### src/rtl/mult_arbiter.sv
// mult_arbiter: one registered 32x32 signed fixed-point multiplier shared
// round-robin among NUM_CH channels.
//   clock, reset         : rising-edge clock, asynchronous active-low reset
//   ch_enable            : per-channel arbitration mask
//   inA_* / inB_*        : first-word-fall-through operand FIFO interfaces
//   out_wr_en/out_full/out_din : result FIFO interfaces (32 bits per channel)
//   busy                 : a grant is in flight (not IDLE)
//   grant_ch             : channel of the current or most recent grant
module mult_arbiter #(
  parameter int unsigned NUM_CH = 2,
  parameter int unsigned QBITS  = 10,
  localparam int unsigned GW    = $clog2(NUM_CH)
) (
  input  logic                   clock,
  input  logic                   reset,
  input  logic [NUM_CH-1:0]      ch_enable,
  output logic [NUM_CH-1:0]      inA_rd_en,
  input  logic [NUM_CH-1:0]      inA_empty,
  input  logic [NUM_CH*32-1:0]   inA_dout,
  output logic [NUM_CH-1:0]      inB_rd_en,
  input  logic [NUM_CH-1:0]      inB_empty,
  input  logic [NUM_CH*32-1:0]   inB_dout,
  output logic [NUM_CH-1:0]      out_wr_en,
  input  logic [NUM_CH-1:0]      out_full,
  output logic [NUM_CH*32-1:0]   out_din,
  output logic                   busy,
  output logic [GW-1:0]          grant_ch
);

  typedef enum logic [1:0] {
    IDLE  = 2'b00,
    WRITE = 2'b01
  } state_t;

  state_t             state, state_nxt;
  logic [31:0]        product, product_nxt;
  logic [GW-1:0]      last_grant, last_grant_nxt;
  logic [GW-1:0]      grant_ch_nxt;
  logic [NUM_CH-1:0]  eligible;
  logic [GW-1:0]      winner;
  logic               found;
  logic signed [31:0] a_sel, b_sel;
  logic signed [63:0] full_prod;

  assign eligible = ch_enable & ~inA_empty & ~inB_empty & ~out_full;
  assign busy     = (state != IDLE);

  // Round-robin search starting one past the last grant, wrapping around.
  always_comb begin
    int unsigned idx;
    found  = 1'b0;
    winner = '0;
    idx    = 0;
    for (int unsigned k = 1; k <= NUM_CH; k++) begin
      idx = 32'(last_grant) + k;
      if (idx >= NUM_CH) idx = idx - NUM_CH;
      if (!found && eligible[GW'(idx)]) begin
        found  = 1'b1;
        winner = GW'(idx);
      end
    end
  end

  always_comb begin
    a_sel     = inA_dout[32*winner +: 32];
    b_sel     = inB_dout[32*winner +: 32];
    full_prod = 64'(a_sel) * 64'(b_sel);
  end

  always_comb begin
    state_nxt      = state;
    product_nxt    = product;
    last_grant_nxt = last_grant;
    grant_ch_nxt   = grant_ch;
    inA_rd_en      = '0;
    inB_rd_en      = '0;
    out_wr_en      = '0;
    out_din        = '0;
    case (state)
      IDLE: begin
        // Gated by reset so no pop strobe escapes while reset is held.
        if (found && reset) begin
          inA_rd_en[winner] = 1'b1;
          inB_rd_en[winner] = 1'b1;
          product_nxt       = 32'(full_prod >>> QBITS);
          last_grant_nxt    = winner;
          grant_ch_nxt      = winner;
          state_nxt         = WRITE;
        end
      end
      WRITE: begin
        if (!out_full[grant_ch]) begin
          out_wr_en[grant_ch]          = 1'b1;
          out_din[32*grant_ch +: 32]   = product;
          state_nxt                    = IDLE;
        end
      end
      default: state_nxt = IDLE;
    endcase
  end

  always_ff @(posedge clock or negedge reset) begin
    if (!reset) begin
      state      <= IDLE;
      product    <= '0;
      last_grant <= GW'(NUM_CH - 1);
      grant_ch   <= '0;
    end else begin
      state      <= state_nxt;
      product    <= product_nxt;
      last_grant <= last_grant_nxt;
      grant_ch   <= grant_ch_nxt;
    end
  end

endmodule

### config.mk
export PLATFORM = sky130hd
export DESIGN_NAME = mult_arbiter
export DESIGN_NICKNAME = d
export VERILOG_FILES = /design/src/rtl/mult_arbiter.sv
export SDC_FILE = /design/constraint.sdc
export NUM_CORES = 2
export LEC_CHECK = 0
export CAP_MARGIN = 30
export CORE_MARGIN = 4
export CORE_UTILIZATION = 62
export CTS_BUF_LIST = sky130_fd_sc_hd__clkbuf_16
export DETAILED_ROUTE_END_ITERATION = 6
export PLACE_DENSITY = 0.84
export RECOVER_POWER = 100
export SYNTH_ARGS = -nofsm -noshare
export SYNTH_HDL_FRONTEND = slang
export SYNTH_SLANG_ARGS = --single-unit
### constraint.sdc
create_clock -name clock -period 21.2 [get_ports clock]
set_input_delay 4.24 -clock clock [delete_from_list [all_inputs] [get_ports clock]]
set_output_delay 4.24 -clock clock [all_outputs]
set_load 0.1 [all_outputs]
==> out/summary.md <==
For the number of DRC markers after the initial detailed-route iteration, the log shows 2152. For the pin with the worst max-slew slack, the measured transition is 2.109 ns. Sorting the synthesized cells by how often they occur yields inv_1, fa_1, nor2_1. The count of cells along the worst register-to-register path came out at 25. Number of buffers inserted by post-CTS setup repair: 0. The effective utilization at floorplan is 0.6336. In the routed layout, each cell is associated on average with a via count of 5.883. The tools report the reg-to-reg setup timing slack as 11.00 ns.

The final sum of negative setup slack is 0 ns. The startpoint of the lowest-slack register-to-register path was last_grant$_DFFE_PN1P_. The run gives 1 as the remaining routing DRC violations.

The maximum achievable frequency was 0.06774 GHz; the area share of the leading cell type in the synthesized netlist was 0.5182. The most common cell in the netlist was inv_1. By area the synthesized netlist is led by fa_1, inv_1, nor2_1.

The clock transition time at the flip-flop clock pins of the worst setup and hold paths is 0.06 ns. The H-tree was split into 2 levels. Setup repair after global routing left no endpoint under its margin. The total nets after synthesis is 4005, and the chip height is 216.0 um. The smallest clock period supported by the final layout is computed as 14.76 ns.

The logs give 0.3673 for the global-route usage over all layers and 0 for the total grt overflow. The mean area per synthesized cell was 8.890 sq um; the final-report max-slew violation count was 37. The checks that failed: design-rule violations, max-capacitance violations, max-slew violations. Yosys printed 0 warnings. The run finished, with violations left.

The fraction of final layout cells with drive strength greater than 1 is 0.05383, and the detailed-route via count is 21970. The count of flip-flops with a built-in enable after synthesis works out to 0. In the final design database the tool counted 4146 nets. The logs give 24710 for the number of global-route vias before repair and 7 for the number of optimization iterations in the first detailed-route pass. For the worst-skew pair, the clock arrives at the later sink with an insertion delay of 0.30 ns. The tools report the total I/O pin count as 210. Among all flip-flop cells after synthesis, the most frequent one is dfrtp_1. At the end of routability-driven placement, the weighted congestion stood at 1.015. The maximum clock skew at final layout was 0.01092 ns. Worst hold margin: 0.5018 ns. The core region is 42320 sq um.

fa_1 takes more of the synthesized area than any other cell. Worst slew margin relative to its limit: -0.4058. The wire length of the first global-routing pass was 132200 um; the part of the cycle the worst path needs was 0.6964.

The number of CTS-inserted buffers is 5. The tools report the initial antenna violation count as 0. The final-report hold violation count was 0; the portion of the post-synthesis area used by sequential elements was 0.03271.

The final HPWL from detailed placement is 69760 um. Mapped cell area: 26810 sq um. The die is 216.0 um wide. CTS saw 35 sinks. The fraction of synthesis flops using an asynchronous set or reset pin was 1.000. Entering global routing, the biggest net connects 130 pins. Summed over all layers, the routed wires come to 83670 um. The number of buffers inserted by port buffering was 209; the number of rows in the core area was 75. The number of max-cap violations came out at 1. In this run the clock root is driven by a clkbuf_16. The repair_antennas step left the layout with diodes totalling 0. For the worst-case setup margin in the final layout, the log shows 6.437 ns. The endpoint of the lowest-slack register-to-register path is product[29]$_DFFE_PN0P_. The logs give 0 for the count of cells resized by post-cts repair and 0.7019 for the final core utilization. The maximum fanout encountered on the critical timing path was 129; the number of nets with antenna violations after routing was 0. The logs give 66 for the distinct cell type count of the synthesized netlist and 21.40 ns for the data required time at the worst endpoint.

The maximum clock path buffer count was 2. After technology mapping, the gate count stands at 3016. TritonCTS built the clock tree. The synthesized design contains 35 register bits.

Critical path launch point type: an input pin. The tools report the pre-CTS worst setup slack as 7.520 ns. After detailed routing, the average wire length per cell comes to 22.40 um. The launch point of the critical path is out_full[1]. Data arrives at the worst endpoint at 14.97 ns. The worst setup path is of the input pin to flop kind.

For the total die area, the log shows 46640 sq um. The min-delay analysis places its worst path in the category flop to flop. Setup violations remaining at the end of the flow were counted as 0. The tools report the capturing element of the worst setup path as product[29]$_DFFE_PN0P_. STA classifies the critical path endpoint as a flop.

Compared with the post-synthesis result, the final layout area differs by 10.79%. Hold repair after CTS inserted 0 buffers.
## critical path, stage by stage
cell and delay, ns:
dlygate4sd3_1 0.55, nor4b_1 0.36, a21boi_0 0.37, buf_12 0.59
mux2i_1 0.63, clkbuf_1 1.04, nor2_1 0.18, fa_1 0.54
inv_1 0.06, fa_1 0.35, inv_1 0.10, fa_1 0.41
inv_1 0.08, fa_1 0.40, inv_1 0.09, fa_1 0.45
fa_1 0.56, fa_1 0.44, fa_1 0.45, ha_1 0.49
nand3_1 0.16, a2111o_1 0.43, a21o_1 0.28, a211o_1 0.39
a2111oi_0 0.78, nor3_1 0.12, o31ai_2 0.20
## state kept, by name (all words and copies together), names as in the netlist
| register | cells |
|---|---|
| grant_ch | 1 |
| last_grant | 1 |
| product | 32 |
| state | 1 |
## layout by cell type, fill, tap and decap left out, drive strengths merged, types with 5 or more instances in the layout
cell           count
clkbuf             7
o21bai             6
nand2b            10
nor3               6
nor2             535
and3               7
xor2              15
and2              67
a21oi             36
fa               694
nand2            307
nand3             10
nand4              5
clkdlybuf4s50    135
mux2i             64
o21ai             32
mux2              61
a21o              24
dfrtp             34
xnor2             52
ha               157
inv              711
buf               53
dlygate4sd3       73
## how the worst min path moves through the flow
stage / startpoint / endpoint / slack [ns] / cells past startpoint
floorplan: product[15]$_DFFE_PN0P_ / product[15]$_DFFE_PN0P_ / 0.45 / 2
global route: last_grant$_DFFE_PN1P_ / last_grant$_DFFE_PN1P_ / 0.52 / 1
finish: product[4]$_DFFE_PN0P_ / product[4]$_DFFE_PN0P_ / 0.50 / 2
global placement: product[26]$_DFFE_PN0P_ / product[26]$_DFFE_PN0P_ / 0.47 / 2
CTS: product[11]$_DFFE_PN0P_ / product[11]$_DFFE_PN0P_ / 0.50 / 2
detailed placement: product[11]$_DFFE_PN0P_ / product[11]$_DFFE_PN0P_ / 0.49 / 2
## stage by stage
stage,instance area (sq um),instances
floorplan,26810,3016
detailed placement,29620,3727
finish,29710,3735
CTS,29760,3735
global placement,29590,3724
global route,29710,3735
## final cells by class
cell class	instances	area [sq um]
multi-input combinational	2142	22800
clock buffer	5	125.1
timing repair buffer	263	2504
sequential	35	877.1
fill	3211	12610
tap	577	721.9
clock inverter	3	11.26
inverter	710	2665
## per-layer routing
layer / wire [um] / global-route usage / vias to the layer above
met2: 40600 / 0.6169 / 1474
met4: 7471 / 0.2447 / 0
met1: 26600 / 0.4319 / 11000
li1: - / - / 9027
met3: 9002 / 0.07018 / 472
met5: 0 / 0 / -
## logic make-up (layout without fill, tap and decap cells)
| group | after synthesis | in the layout | share of synthesized area |
|---|---|---|---|
| DFF | 35 | 35 | 0.03271 |
| AOI/OAI and AO/OA | 133 | 133 | 0.03295 |
| muxes | 125 | 125 | 0.05105 |
| adders and majority gates | 851 | 851 | 0.5914 |
| xor gates and xnor gates | 71 | 71 | 0.02525 |
| and+or+nand+nor | 962 | 962 | 0.1465 |
| buffers and inverters | 839 | 981 | 0.1201 |
Power is left out: the tool's default activity adds up to more than one toggle a clock period on the data nets, which glitch-free logic cannot reach.
